### config.mk
export PLATFORM = sky130hd
export DESIGN_NAME = mult_div_ctrl
export DESIGN_NICKNAME = d
export VERILOG_FILES = /design/src/rtl/mult_div_pkg.sv /design/src/rtl/mult_div_datapath.sv /design/src/rtl/mult_div_ctrl.sv
export SDC_FILE = /design/constraint.sdc
export NUM_CORES = 1
export LEC_CHECK = 0
export CAP_MARGIN = 5
export CORE_AREA = 2 2 177 179
export DETAILED_ROUTE_END_ITERATION = 8
export DIE_AREA = 0 0 179 181
export PLACE_DENSITY = 0.73
export SYNTH_ARGS = -nofsm -noshare
export SYNTH_HDL_FRONTEND = slang
export SYNTH_SLANG_ARGS = --single-unit
### constraint.sdc
create_clock -name Clock -period 6.3 [get_ports Clock]
set_clock_uncertainty 0.2 [all_clocks]
set_input_delay 1.26 -clock Clock [delete_from_list [all_inputs] [get_ports Clock]]
set_output_delay 1.26 -clock Clock [all_outputs]
set_load 0.005 [all_outputs]
### src/rtl/mult_div_pkg.sv
// Shared types and sizing for the multi-cycle multiply/divide unit.
// Optional feature macro: MULT_DIV_DIVZERO_EN (adds the DIVZ fast-exit state).
package mult_div_pkg;

  localparam int MD_WIDTH = 32;

  function automatic int cnt_width(input int w);
    return $clog2(w + 1);
  endfunction

  localparam int MD_CNT_W = cnt_width(MD_WIDTH);

  typedef enum logic [2:0] {
    IDLE,
    MULT,
    DIV,
    FINISH,
    DIVZ
  } state_t;

endpackage

### src/rtl/mult_div_datapath.sv
// Operand/accumulator registers with one radix-2 Booth or restoring-divide step per
// enabled cycle; the result outputs carry the final sign correction.
module mult_div_datapath
  import mult_div_pkg::*;
#(
  parameter int WIDTH = MD_WIDTH
) (
  input  logic             i_clk,
  input  logic             i_rst,
  input  logic             i_load,
  input  logic             i_div,
  input  logic             i_step,
  input  logic [WIDTH-1:0] i_op_a,
  input  logic [WIDTH-1:0] i_op_b,
  output logic [WIDTH-1:0] o_hi,
  output logic [WIDTH-1:0] o_lo
);

  logic             r_is_div;
  logic [WIDTH:0]   r_a;
  logic [WIDTH-1:0] r_q;
  logic             r_q1;
  logic [WIDTH:0]   r_m;
  logic             r_neg_q;
  logic             r_neg_r;

  logic [WIDTH-1:0] w_abs_a;
  logic [WIDTH-1:0] w_abs_b;
  logic [WIDTH:0]   w_booth_sum;
  logic [WIDTH:0]   w_shift;
  logic [WIDTH+1:0] w_diff;
  logic [WIDTH-1:0] w_quot;
  logic [WIDTH-1:0] w_rem;

  assign w_abs_a = i_op_a[WIDTH-1] ? -i_op_a : i_op_a;
  assign w_abs_b = i_op_b[WIDTH-1] ? -i_op_b : i_op_b;

  // A is one bit wider than the operands so A - M cannot overflow for the most negative M.
  always_comb begin
    w_booth_sum = r_a;
    case ({r_q[0], r_q1})
      2'b01:   w_booth_sum = r_a + r_m;
      2'b10:   w_booth_sum = r_a - r_m;
      default: w_booth_sum = r_a;
    endcase
  end

  assign w_shift = {r_a[WIDTH-1:0], r_q[WIDTH-1]};
  assign w_diff  = {1'b0, w_shift} - {1'b0, r_m};

  always_ff @(posedge i_clk or posedge i_rst) begin
    if (i_rst) begin
      r_is_div <= 1'b0;
      r_a      <= '0;
      r_q      <= '0;
      r_q1     <= 1'b0;
      r_m      <= '0;
      r_neg_q  <= 1'b0;
      r_neg_r  <= 1'b0;
    end else if (i_load) begin
      r_is_div <= i_div;
      r_a      <= '0;
      r_q1     <= 1'b0;
      if (i_div) begin
        r_q     <= w_abs_a;
        r_m     <= {1'b0, w_abs_b};
        r_neg_q <= i_op_a[WIDTH-1] ^ i_op_b[WIDTH-1];
        r_neg_r <= i_op_a[WIDTH-1];
      end else begin
        r_q     <= i_op_b;
        r_m     <= {i_op_a[WIDTH-1], i_op_a};
        r_neg_q <= 1'b0;
        r_neg_r <= 1'b0;
      end
    end else if (i_step) begin
      if (r_is_div) begin
        if (w_diff[WIDTH+1]) begin
          r_a <= w_shift;
          r_q <= {r_q[WIDTH-2:0], 1'b0};
        end else begin
          r_a <= w_diff[WIDTH:0];
          r_q <= {r_q[WIDTH-2:0], 1'b1};
        end
      end else begin
        r_a  <= {w_booth_sum[WIDTH], w_booth_sum[WIDTH:1]};
        r_q  <= {w_booth_sum[0], r_q[WIDTH-1:1]};
        r_q1 <= r_q[0];
      end
    end
  end

  assign w_quot = r_neg_q ? -r_q : r_q;
  assign w_rem  = r_neg_r ? -r_a[WIDTH-1:0] : r_a[WIDTH-1:0];
  assign o_hi   = r_is_div ? w_rem  : r_a[WIDTH-1:0];
  assign o_lo   = r_is_div ? w_quot : r_q;

endmodule

### src/rtl/mult_div_ctrl.sv
// Start/busy/done sequencer owning HI/LO for the iterative multiply/divide datapath.
// Define MULT_DIV_DIVZERO_EN to short-circuit divide-by-zero through the DIVZ state.
module mult_div_ctrl
  import mult_div_pkg::*;
#(
  parameter int WIDTH = MD_WIDTH
) (
  input  logic             Clock,
  input  logic             Reset,
  input  logic             flagMultStart,
  input  logic             flagDivStart,
  input  logic [WIDTH-1:0] OpA,
  input  logic [WIDTH-1:0] OpB,
  output logic             Busy,
  output logic             Done,
  output logic             DivZero,
  output logic             flagRegHighW,
  output logic             flagRegLowW,
  output logic [WIDTH-1:0] Hi,
  output logic [WIDTH-1:0] Lo
);

  localparam int            CW   = cnt_width(WIDTH);
  localparam logic [CW-1:0] LAST = CW'(WIDTH);

  state_t           r_state;
  state_t           w_state_next;
  logic [CW-1:0]    r_cnt;
  logic [WIDTH-1:0] r_hi;
  logic [WIDTH-1:0] r_lo;
  logic             w_load;
  logic             w_load_div;
  logic             w_step;
  logic             w_commit;
  logic [WIDTH-1:0] w_res_hi;
  logic [WIDTH-1:0] w_res_lo;

  always_ff @(posedge Clock or posedge Reset) begin
    if (Reset) r_state <= IDLE;
    else       r_state <= w_state_next;
  end

  // Multiply has priority when both starts arrive in the same IDLE cycle.
  always_comb begin
    w_state_next = r_state;
    w_load       = 1'b0;
    w_load_div   = 1'b0;
    w_step       = 1'b0;
    w_commit     = 1'b0;
    case (r_state)
      IDLE: begin
        if (flagMultStart) begin
          w_state_next = MULT;
          w_load       = 1'b1;
        end else if (flagDivStart) begin
`ifdef MULT_DIV_DIVZERO_EN
          if (OpB == '0) begin
            w_state_next = DIVZ;
          end else begin
            w_state_next = DIV;
            w_load       = 1'b1;
            w_load_div   = 1'b1;
          end
`else
          w_state_next = DIV;
          w_load       = 1'b1;
          w_load_div   = 1'b1;
`endif
        end
      end
      MULT, DIV: begin
        if (r_cnt == LAST) begin
          w_state_next = FINISH;
          w_commit     = 1'b1;
        end else begin
          w_step = 1'b1;
        end
      end
      FINISH:  w_state_next = IDLE;
      DIVZ:    w_state_next = IDLE;
      default: w_state_next = IDLE;
    endcase
  end

  always_ff @(posedge Clock or posedge Reset) begin
    if (Reset) begin
      r_cnt <= '0;
      r_hi  <= '0;
      r_lo  <= '0;
    end else begin
      if (w_load)      r_cnt <= '0;
      else if (w_step) r_cnt <= r_cnt + CW'(1);
      if (w_commit) begin
        r_hi <= w_res_hi;
        r_lo <= w_res_lo;
      end
    end
  end

  mult_div_datapath #(
    .WIDTH(WIDTH)
  ) u_datapath (
    .i_clk  (Clock),
    .i_rst  (Reset),
    .i_load (w_load),
    .i_div  (w_load_div),
    .i_step (w_step),
    .i_op_a (OpA),
    .i_op_b (OpB),
    .o_hi   (w_res_hi),
    .o_lo   (w_res_lo)
  );

  assign Busy         = (r_state != IDLE);
  assign Done         = (r_state == FINISH);
  assign flagRegHighW = (r_state == FINISH);
  assign flagRegLowW  = (r_state == FINISH);
`ifdef MULT_DIV_DIVZERO_EN
  assign DivZero      = (r_state == DIVZ);
`else
  assign DivZero      = 1'b0;
`endif
  assign Hi           = r_hi;
  assign Lo           = r_lo;

endmodule
; Word level (Yosys, flattened, before mapping)
; Index checks and enable logic that the tools add are counted.
[totals]
register_bits = 175
in_bits = 68
output_inout_bits = 69
wordCells = 72
[op_classes]
n_addsub = 8
eq_ne = 9
mux = 37
bitwise = 1
reduce_logical = 6
[ops]
columns = op, count
row1 = two-way mux 32 bit, 10
row2 = two-way mux 33 bit, 5
row3 = negator 32 bit, 4
row4 = one-hot mux 33 bit (2 select lines), 1
row5 = subtractor 33 x 33 -> 34 bit, 1
row6 = adder 33 bit, 1
row7 = subtractor 33 bit, 1
row8 = two-way mux 1 bit, 15
row9 = two-way mux 6 bit, 2
row10 = two-way mux 3 bit, 3
row11 = "adder 6 x 1 -> 6 bit, second input constant", 1
row12 = "equality test 3 x 2 -> 1 bit, second input constant", 2
row13 = "equality test 6 bit, second input constant", 1
row14 = one-hot mux 3 bit (2 select lines), 1
row15 = AND reduction 2 bit, 2
row16 = "equality test 3 x 1 -> 1 bit, second input constant", 1
row17 = zero test 3 bit, 1
row18 = "inequality test 3 bit, second input constant", 1
row19 = nonzero test 3 bit, 1
row20 = "equality test 2 x 1 -> 1 bit, second input constant", 1
row21 = "equality test 2 bit, second input constant", 1
row22 = "inequality test 2 x 1 -> 1 bit, second input constant", 1
row23 = "inequality test 2 bit, second input constant", 1
row24 = nonzero test 2 bit, 1
row25 = other kinds (2), 2

; Longest topological paths before layout
[depth]
depth_word = 5
depth_mapped = 19
mapped_depth_nobuf = 18

; Hierarchy
; From an unflattened synthesis, not the netlist that was laid out.
[unflattened]
cells_unflattened = 1878
area_unflattened_um2 = 15815.2
[by_module_without_submodules]
columns = mod, instances, cells_per_inst, area_per_inst_um2, seq_area_each_um2
row1 = mult_div_datapath, 1, 1678, 12560.8, 2552.4
row2 = mult_div_ctrl, 1, 200, 3254.4, 1801.7

; Least setup slack after synthesis
; Ideal clock, no wire load.
[synth_timing]
path_type = register to register
startpoint = register u_datapath.r_m[2]
endpoint = register u_datapath.r_a[31]
setup_time_ps = 134
arrival_time_ps = 4080
required_ps = 5966
slack_ps = 1886
stages_incl_launch_ff = 20
path_buffers = 1
synth_period_minus_slack_ps = 4414
cell_sequence = dfrtp_1 > nor4_2 > and3_1 > nand2_1 > nor2_1 > nand3_1 > nor2_1 > nor2_1 > xnor2_1 > ha_1 > clkbuf_1 > a21o_1 > a21o_1 > a21oi_1 > o2bb2ai_1 > or3_1 > o41ai_1 > mux2_2 > mux2i_1 > o211ai_1
[synth_between]
elab_chain_cells = 5
word_cells_on_any_way = 8
classes_between = add/sub: 3 / mux: 5
[synth_lines]
columns = item, line_no
row1 = start: declaration, mult_div_datapath.sv:23  ; logic [WIDTH:0] r_m;
row2 = start signal: assignment, mult_div_datapath.sv:66  ; r_m <= {1'b0, w_abs_b};
row3 = start signal: assignment, mult_div_datapath.sv:71  ; r_m <= {i_op_a[WIDTH-1], i_op_a};
row4 = subtractor 33 bit (tied with other cells), mult_div_datapath.sv:43  ; 2'b10: w_booth_sum = r_a - r_m;
row5 = one-hot mux 33 bit (2 select lines) / two-way mux 33 bit (equally long branches), "mult_div_datapath.sv:41, mult_div_datapath.sv:77"
row6 = two-way mux 33 bit (*), mult_div_datapath.sv:76  ; if (r_is_div) begin
row7 = two-way mux 33 bit (*), mult_div_datapath.sv:75  ; end else if (i_step) begin
row8 = two-way mux 33 bit (*), mult_div_datapath.sv:60  ; end else if (i_load) begin
row9 = end signal: assignment, mult_div_datapath.sv:78  ; r_a <= w_shift;
row10 = end signal: assignment, mult_div_datapath.sv:81  ; r_a <= w_diff[WIDTH:0];
row11 = end signal: assignment, mult_div_datapath.sv:85  ; r_a <= {w_booth_sum[WIDTH], w_booth_sum[WIDTH:1]};
row12 = end: declaration, mult_div_datapath.sv:20  ; logic [WIDTH:0] r_a;
; Mark *: on every way between the ends. The rest lies on a longest branch, timed or not. The select of a mux whose other input is x is not followed.
; A chain may end at the register's enable or synchronous reset.

; Worst setup path in the final report
[layout_timing]
startpoint = register u_datapath.r_m[1]
endpoint = register u_datapath.r_a[30]
; The elaborated chain is that of the path after synthesis.

==> summary.txt <==
outcome: finished, final reports clean
CTS max path bufs: 2
Skew-Pair Late Insertion Delay: 0.47 ns
Hold Startpoint: Hi[16]
RSZ-0062 raised after global routing: false
Yosys reg bits: 174
Post-synth EDFFs: 0
post-CTS resize count: 0
post-route ant nets: 0
num ports: 137
dominant cell type by area after synthesis: dfrtp_1
gpl congestion: 0.9974
critical-path cell list: inv_1 -> ha_1 -> nor3b_1 -> nand4_1 -> nor4b_2 -> a21oi_1 -> xnor2_1 -> ha_1 -> nand4_1 -> or2_2 -> o31ai_1 -> a211oi_1 -> xor2_1 -> o41ai_1 -> a311o_1
CP required: 6.44 ns
leak pwr: 0.006996 µW
Yosys Warn Count: 0
Buffers & Inverters on Critical Path: 1
share of cells above drive strength 1: 5.274%
clock slew at reported path FFs: 0.08 ns
fraction of synthesized area in multiplexers: 3.022%
Worst Hold Path EP: Hi[16]
Crit. End Element: register
Final TNS setup: 0 ns
Hold Crit Depth: 2
Post-CTS Setup Inserts: 0
delay-heaviest family, CP: simple AND/OR/NAND/NOR gates
htree depth: 4
Root Buffer: clkbuf_16
post-synth cell types: 87
largest family of logic cells by synthesized area: compound AO/OA/AOI/OAI gates
vias: 14840
Max Clock Freq: 0.1913 GHz
max-cap viol count: 0
worst ir drop on vdd: 397.5 µV
r2r endpoint: u_datapath.r_a[30]
Filler cells: 2802
area occupied by multi-input gates: 10060 µm²
largest net degree at the start of global routing: 129
CTS buffer count: 17
wire per inst: 21.95 µm
Synth Instances: 1888
number of diodes: 0
initial antenna violation count: 0
Synth Area in Simple Gates: 17.13%
number of buffers added on ports: 135
DRC: 0
die area: 32400 µm²
Avg Inst Size Synth: 8.005 µm²
r2r startpoint: u_datapath.r_m[1]
FF-to-FF setup slack: 1.07 ns
Synth Area in XOR/XNOR: 11.82%
CP max stage delay: 0.71 ns
total core area: 30350 µm²
Vias/cell: 6.318
Post-CTS Hold Buffers: 0
Final Util: 56.98%
share of the synthesized area in the top cell type: 28.81%
Initial Utilization: 49.80%
first-pass GRT wire length: 80960 µm
Fin. Hold Viols: 0
Cell Rows: 64
nets: 2085
die width: 179 µm
Critical-path top delay cell: nor4b_2
vias in the first global route: 14220
gr usage total: 32.18%
Area after DPL: 16710 µm²
final setup vio count: 0
Final period util: 82.97%
Worst Tran Pin Value: 1.198 ns
Finished Cell Area: 17290 µm²
Seq/Total Area, Yosys: 28.81%
Post-Syn Area: 15110 µm²
Synth-to-Final Area Change: 14.41%
Setup crit start: u_datapath.r_m[1]
arrival time worst endpoint: 5.37 ns
Die Ht: 181 µm
Post-synth top cells: o21ai_0 (200), nand2_1 (188), dfrtp_1 (174)
Worst Hold Class: reg -> reg
slew margin rel.: 20.12%
register area: 4355 µm²
hpwl dp: 38770 µm
Final Critical Period: 5.227 ns
crit path kind: reg -> reg
power density over cell area: 678.6 nW/µm²
Synth Flop Type: dfrtp_1
Worst Reg-to-Reg Cells: 15
Synth Area in Compound Gates: 27.72%
Sink Count: 174
Adder-Cell Fraction of Synth Area: 6.474%
most common cell in the netlist: o21ai_0
max-slew violation count: 0
GRT overflow: 0
CTS tree: done
final wirelength: 51550 µm
post-synthesis async set-or-reset flop share: 100.0%
synth top area cells: dfrtp_1 (29%), xnor2_1 (7.4%), o21ai_0 (6.6%)
Net Count, Synth: 2033
1st-iter DRT viols: 1286
Worst setup SP type: register
critical path fanouts, max: 8
First-pass DRT Iterations: 6
## stage by stage
stage	hold WS (ns)	setup WS, ns	power, µW	instances
after floorplan	0.2642	0.1232	8086	1888
after global placement	0.2598	1.212	10370	2317
after detailed placement	0.2690	1.093	10450	2317
after CTS	0.2841	1.076	11580	2349
after global routing	0.3026	0.7124	12660	2349
final	0.2786	1.073	11730	2349
## worst max-delay path by stage
| stage | to | slack (ns) | cells after the start |
|---|---|---|---|
| 3_5_place_dp | u_datapath.r_a[30] | 1.09 | 16 |
| 4_1_cts | u_datapath.r_a[30] | 1.08 | 16 |
| 3_3_place_gp | u_datapath.r_a[30] | 1.21 | 16 |
| 5_1_grt | u_datapath.r_a[30] | 0.71 | 16 |
| 6_report | u_datapath.r_a[30] | 1.07 | 15 |
| 2_1_floorplan | Hi[0] | 0.12 | 1 |
## where the power goes
group	total [µW]	leakage, µW	internal (µW)	switching, µW
clock network	1090	0.000285	539	550
logic	8280	0.00447	3350	4930
registers	2370	0.00224	1570	800
## sequential cells by signal (all words and copies together) (netlist names)
signal	cells
u_datapath.r_a	33
u_datapath.r_m	33
Hi	32
Lo	32
u_datapath.r_q	32
r_cnt	6
r_state	2
u_datapath.r_is_div	1
u_datapath.r_neg_q	1
u_datapath.r_neg_r	1
u_datapath.r_q1	1
## layer usage
metal / up-vias / track usage [%] / part of all wire [%]
met5: - / 0 / 0
met4: 0 / 12.29 / 4.1
met3: 126 / 5.008 / 6.8
met2: 692 / 53.17 / 47
met1: 7060 / 42.08 / 42
li1: 6962 / - / -
## worst reg2reg max path: cells and delay by family (launching register included)
family,cells,cell delay [ns]
AO/OA/AOI/OAI,5,1.35
XOR/XNOR,2,0.34
adder cells (fa/ha/maj),2,0.70
buffers and inverters,1,0.16
flip-flops,1,0.42
AND/OR/NAND/NOR,5,1.93
## kinds of logic after synthesis
group | count (synthesis)
AO/OA/AOI/OAI | 654
XOR/XNOR | 204
adder cells (fa/ha/maj) | 77
buffers and inverters | 197
flip-flops | 174
multiplexers | 45
other | 1
AND/OR/NAND/NOR | 536
## cell usage in the layout (no fill, tap or decap), types with 24 or more instances in the layout
master           instances
a22oi_1                 26
nor2_1                 163
a21oi_1                149
a21o_1                  28
buf_4                   24
clkdlybuf4s50_1        135
o211ai_1                32
o21ai_0                200
xnor2_1                127
mux2i_1                 40
a31oi_1                 33
dfrtp_1                173
nand2_1                187
ha_1                    74
inv_1                   68
xor2_1                  77
a221oi_1                34
## final cells by class
cell class	instances	share of cell area, %
Clock inverter	14	0.8249
Inverter	71	1.570
Multi-Input combinational cell	1517	58.15
Tap cell	396	2.865
Timing Repair Buffer	159	8.857
Clock buffer	18	2.540
Sequential cell	174	25.19
Note: power is estimated with default switching activity, not from simulation.
==> RTL edit (same settings) <==
Re-encode `state_t` (5 states) as one-hot, 5 bits wide.
--- a/src/rtl/mult_div_pkg.sv
+++ b/src/rtl/mult_div_pkg.sv
@@ -12,8 +12,8 @@
 
-  typedef enum logic [2:0] {
-    IDLE,
-    MULT,
-    DIV,
-    FINISH,
-    DIVZ
+  typedef enum logic [4:0] {
+    IDLE   = 5'b00001,
+    MULT   = 5'b00010,
+    DIV    = 5'b00100,
+    FINISH = 5'b01000,
+    DIVZ   = 5'b10000
   } state_t;
Check against the original RTL: no difference found for any inputs over 10 cycles, from zero or initial values and one cycle with Reset high; not proved beyond that.
==> RTL edit against the unedited design <==
Sequential cell count up 2. Area after synthesis is 0.89% higher. Power decreased by 13%. First-iteration DRC count grew 43%. Final area increased by 0.90%. Hold slack gained 1.9 ps. Worst setup slack better by 230 ps. Routed wire length shrank 4.3%. Sequential power shrank 8%. Critical path type unchanged. Critical endpoint is now u_datapath.r_a[29]. Largest cell class unchanged.
==> RTL edit: results <==
[clocking]
cts_root_buf = "clkbuf_16"
clock_latency_ps = 460
cts_max_level = 4
cts_setup_buffers = 0
cts_resized = 0
clk_path_buf_depth = 2

[critical_path]
path_max_fanout = 7
reg2reg_to = "u_datapath.r_a[29]"
worstReg2RegStart = "u_datapath.r_m[10]"
regToRegSetupSlack_ps = 1310
arrival_ps = 5120
rr_worst_depth = 17

[logic_synthesis]
async_flop_share = 1.00
synth.area.mux_share = 0.0238
syn_nets = 2041
synth.distinct_cells = 79
synth_area_leaders = "dfrtp_1 (29%), xnor2_1 (6.1%), ha_1 (6.0%)"
yosysSeqAreaShare = 0.289
synth-xor-area-share = 0.119
synthAdderAreaFrac = 0.0625
synth_compound_area_frac = 0.283
ys_warn_count = 0
synthCells = 1898
synth_ff_type = "dfrtp_1"
synth_commonest_cells = "nand2_1 (219), dfrtp_1 (175), o21ai_0 (173), a21oi_1 (143), clkbuf_1 (114)"

[grt]
use_met2 = 0.476
met1_usage = 0.433
antenna_found_initial = 0
met3_usage = 0.0442
grt_pass1_wl_mm = 79.2
grt_max_degree = 130
track_usage = 0.308
first_global_vias = 14400

[pwr]
ir_worst_vdd_mv = 0.330
total_leakage_power_nw = 7.26

[layout]
fillers = 2791
layoutNonFillerInstCount = 2353
insertedDiodeCount = 0
drive_above_1_share = 0.0496
largestRegisters = "u_datapath.r_a x33, u_datapath.r_m x33"
nets = 2087

[placement]
port_buffers = 135
dp.final_hpwl_mm = 36.3
place_congestion = 1.03
dp.cells = 2321

[hold_path]
hold_path_class = "reg -> reg"
hold_depth = 2
min_to = "Lo[16]"
min_from = "Lo[16]"

[timing]
relSlewSlack = 0.201
finalHoldWorstSlack_ps = 280

[detailed_routing]
vias = 15300
drt-initial-drc-count = 1835
dr.pass1.iters = 8
avgRoutedWirePerCell_um = 21.0

[run_status]
status = "completed"
RTL edit: cell count changes in the layout (fill, tap and decap cells not counted), moves of 14 or more:
cell,before,now
nor2_1,163,96
nand2_1,187,218
o21ai_0,200,173
xor2_1,77,100
a221oi_1,34,13
xnor2_1,127,107
o211ai_1,32,47
o22a_1,0,15
nor3_1,15,29
o22ai_1,9,23
RTL edit: worst max-delay path by stage:
stage / startpoint / slack, ps / cells after the start / end
2_1_floorplan: Reset / 70 / 1 / Hi[0]
3_3_place_gp: u_datapath.r_m[10] / 1520 / 17 / u_datapath.r_a[29]
3_5_place_dp: u_datapath.r_m[10] / 1450 / 17 / u_datapath.r_a[29]
4_1_cts: u_datapath.r_m[10] / 1430 / 17 / u_datapath.r_a[29]
5_1_grt: u_datapath.r_m[10] / 950 / 17 / u_datapath.r_a[30]
6_report: u_datapath.r_m[10] / 1310 / 17 / u_datapath.r_a[29]
RTL edit: critical path: stages (launching register included):
cell and delay (ps):
dfrtp_1 440, nor4_1 730, nand3_1 140, nor2_1 280, nand2_1 80, nor3_1 410
and3_1 350, a31oi_1 130, xnor2_1 140, ha_1 370, a21o_1 210, a21o_1 170
a21oi_1 170, o21ai_0 110, a21oi_1 260, mux2_2 370, a31oi_1 170, o221ai_1 130
RTL edit: metal layers:
layer,routed length (um),up-vias
met5,0,-
met2,22400,767
met3,3990,122
met1,21300,7362
met4,1630,0
li1,-,7063
RTL edit: per-stage QoR:
stage	cell area (um2)	setup slack, ps
after floorplan	15200	68.1
after global placement	16800	1520
after detailed placement	16800	1450
after CTS	17400	1430
after global routing	17400	953
final	17400	1310
RTL edit: cells by family (layout without fill, tap and decap cells):
| group | after synthesis | count (layout) |
|---|---|---|
| simple gates | 541 | 541 |
| mux | 36 | 36 |
| xor+xnor | 207 | 207 |
| fa+ha+maj | 75 | 75 |
| buf+inv | 200 | 259 |
| other cells | 1 | 1 |
| compound gates | 662 | 662 |
| flops | 176 | 176 |
RTL edit: report_power, final:
group	leakage [nW]	internal (W)	switching, W
Sequential	2.28	0.00148	0.000702
Clock	0.307	0.000645	0.000544
Combinational	4.68	0.00276	0.00411
RTL edit: final cells by class:
type	count	share of cell area
Clock buffer	17	0.0244
Clock inverter	15	0.0125
Inverter	69	0.0151
Multi-Input combinational cell	1522	0.579
Sequential cell	176	0.253
Tap cell	396	0.0284
Timing Repair Buffer	158	0.0881
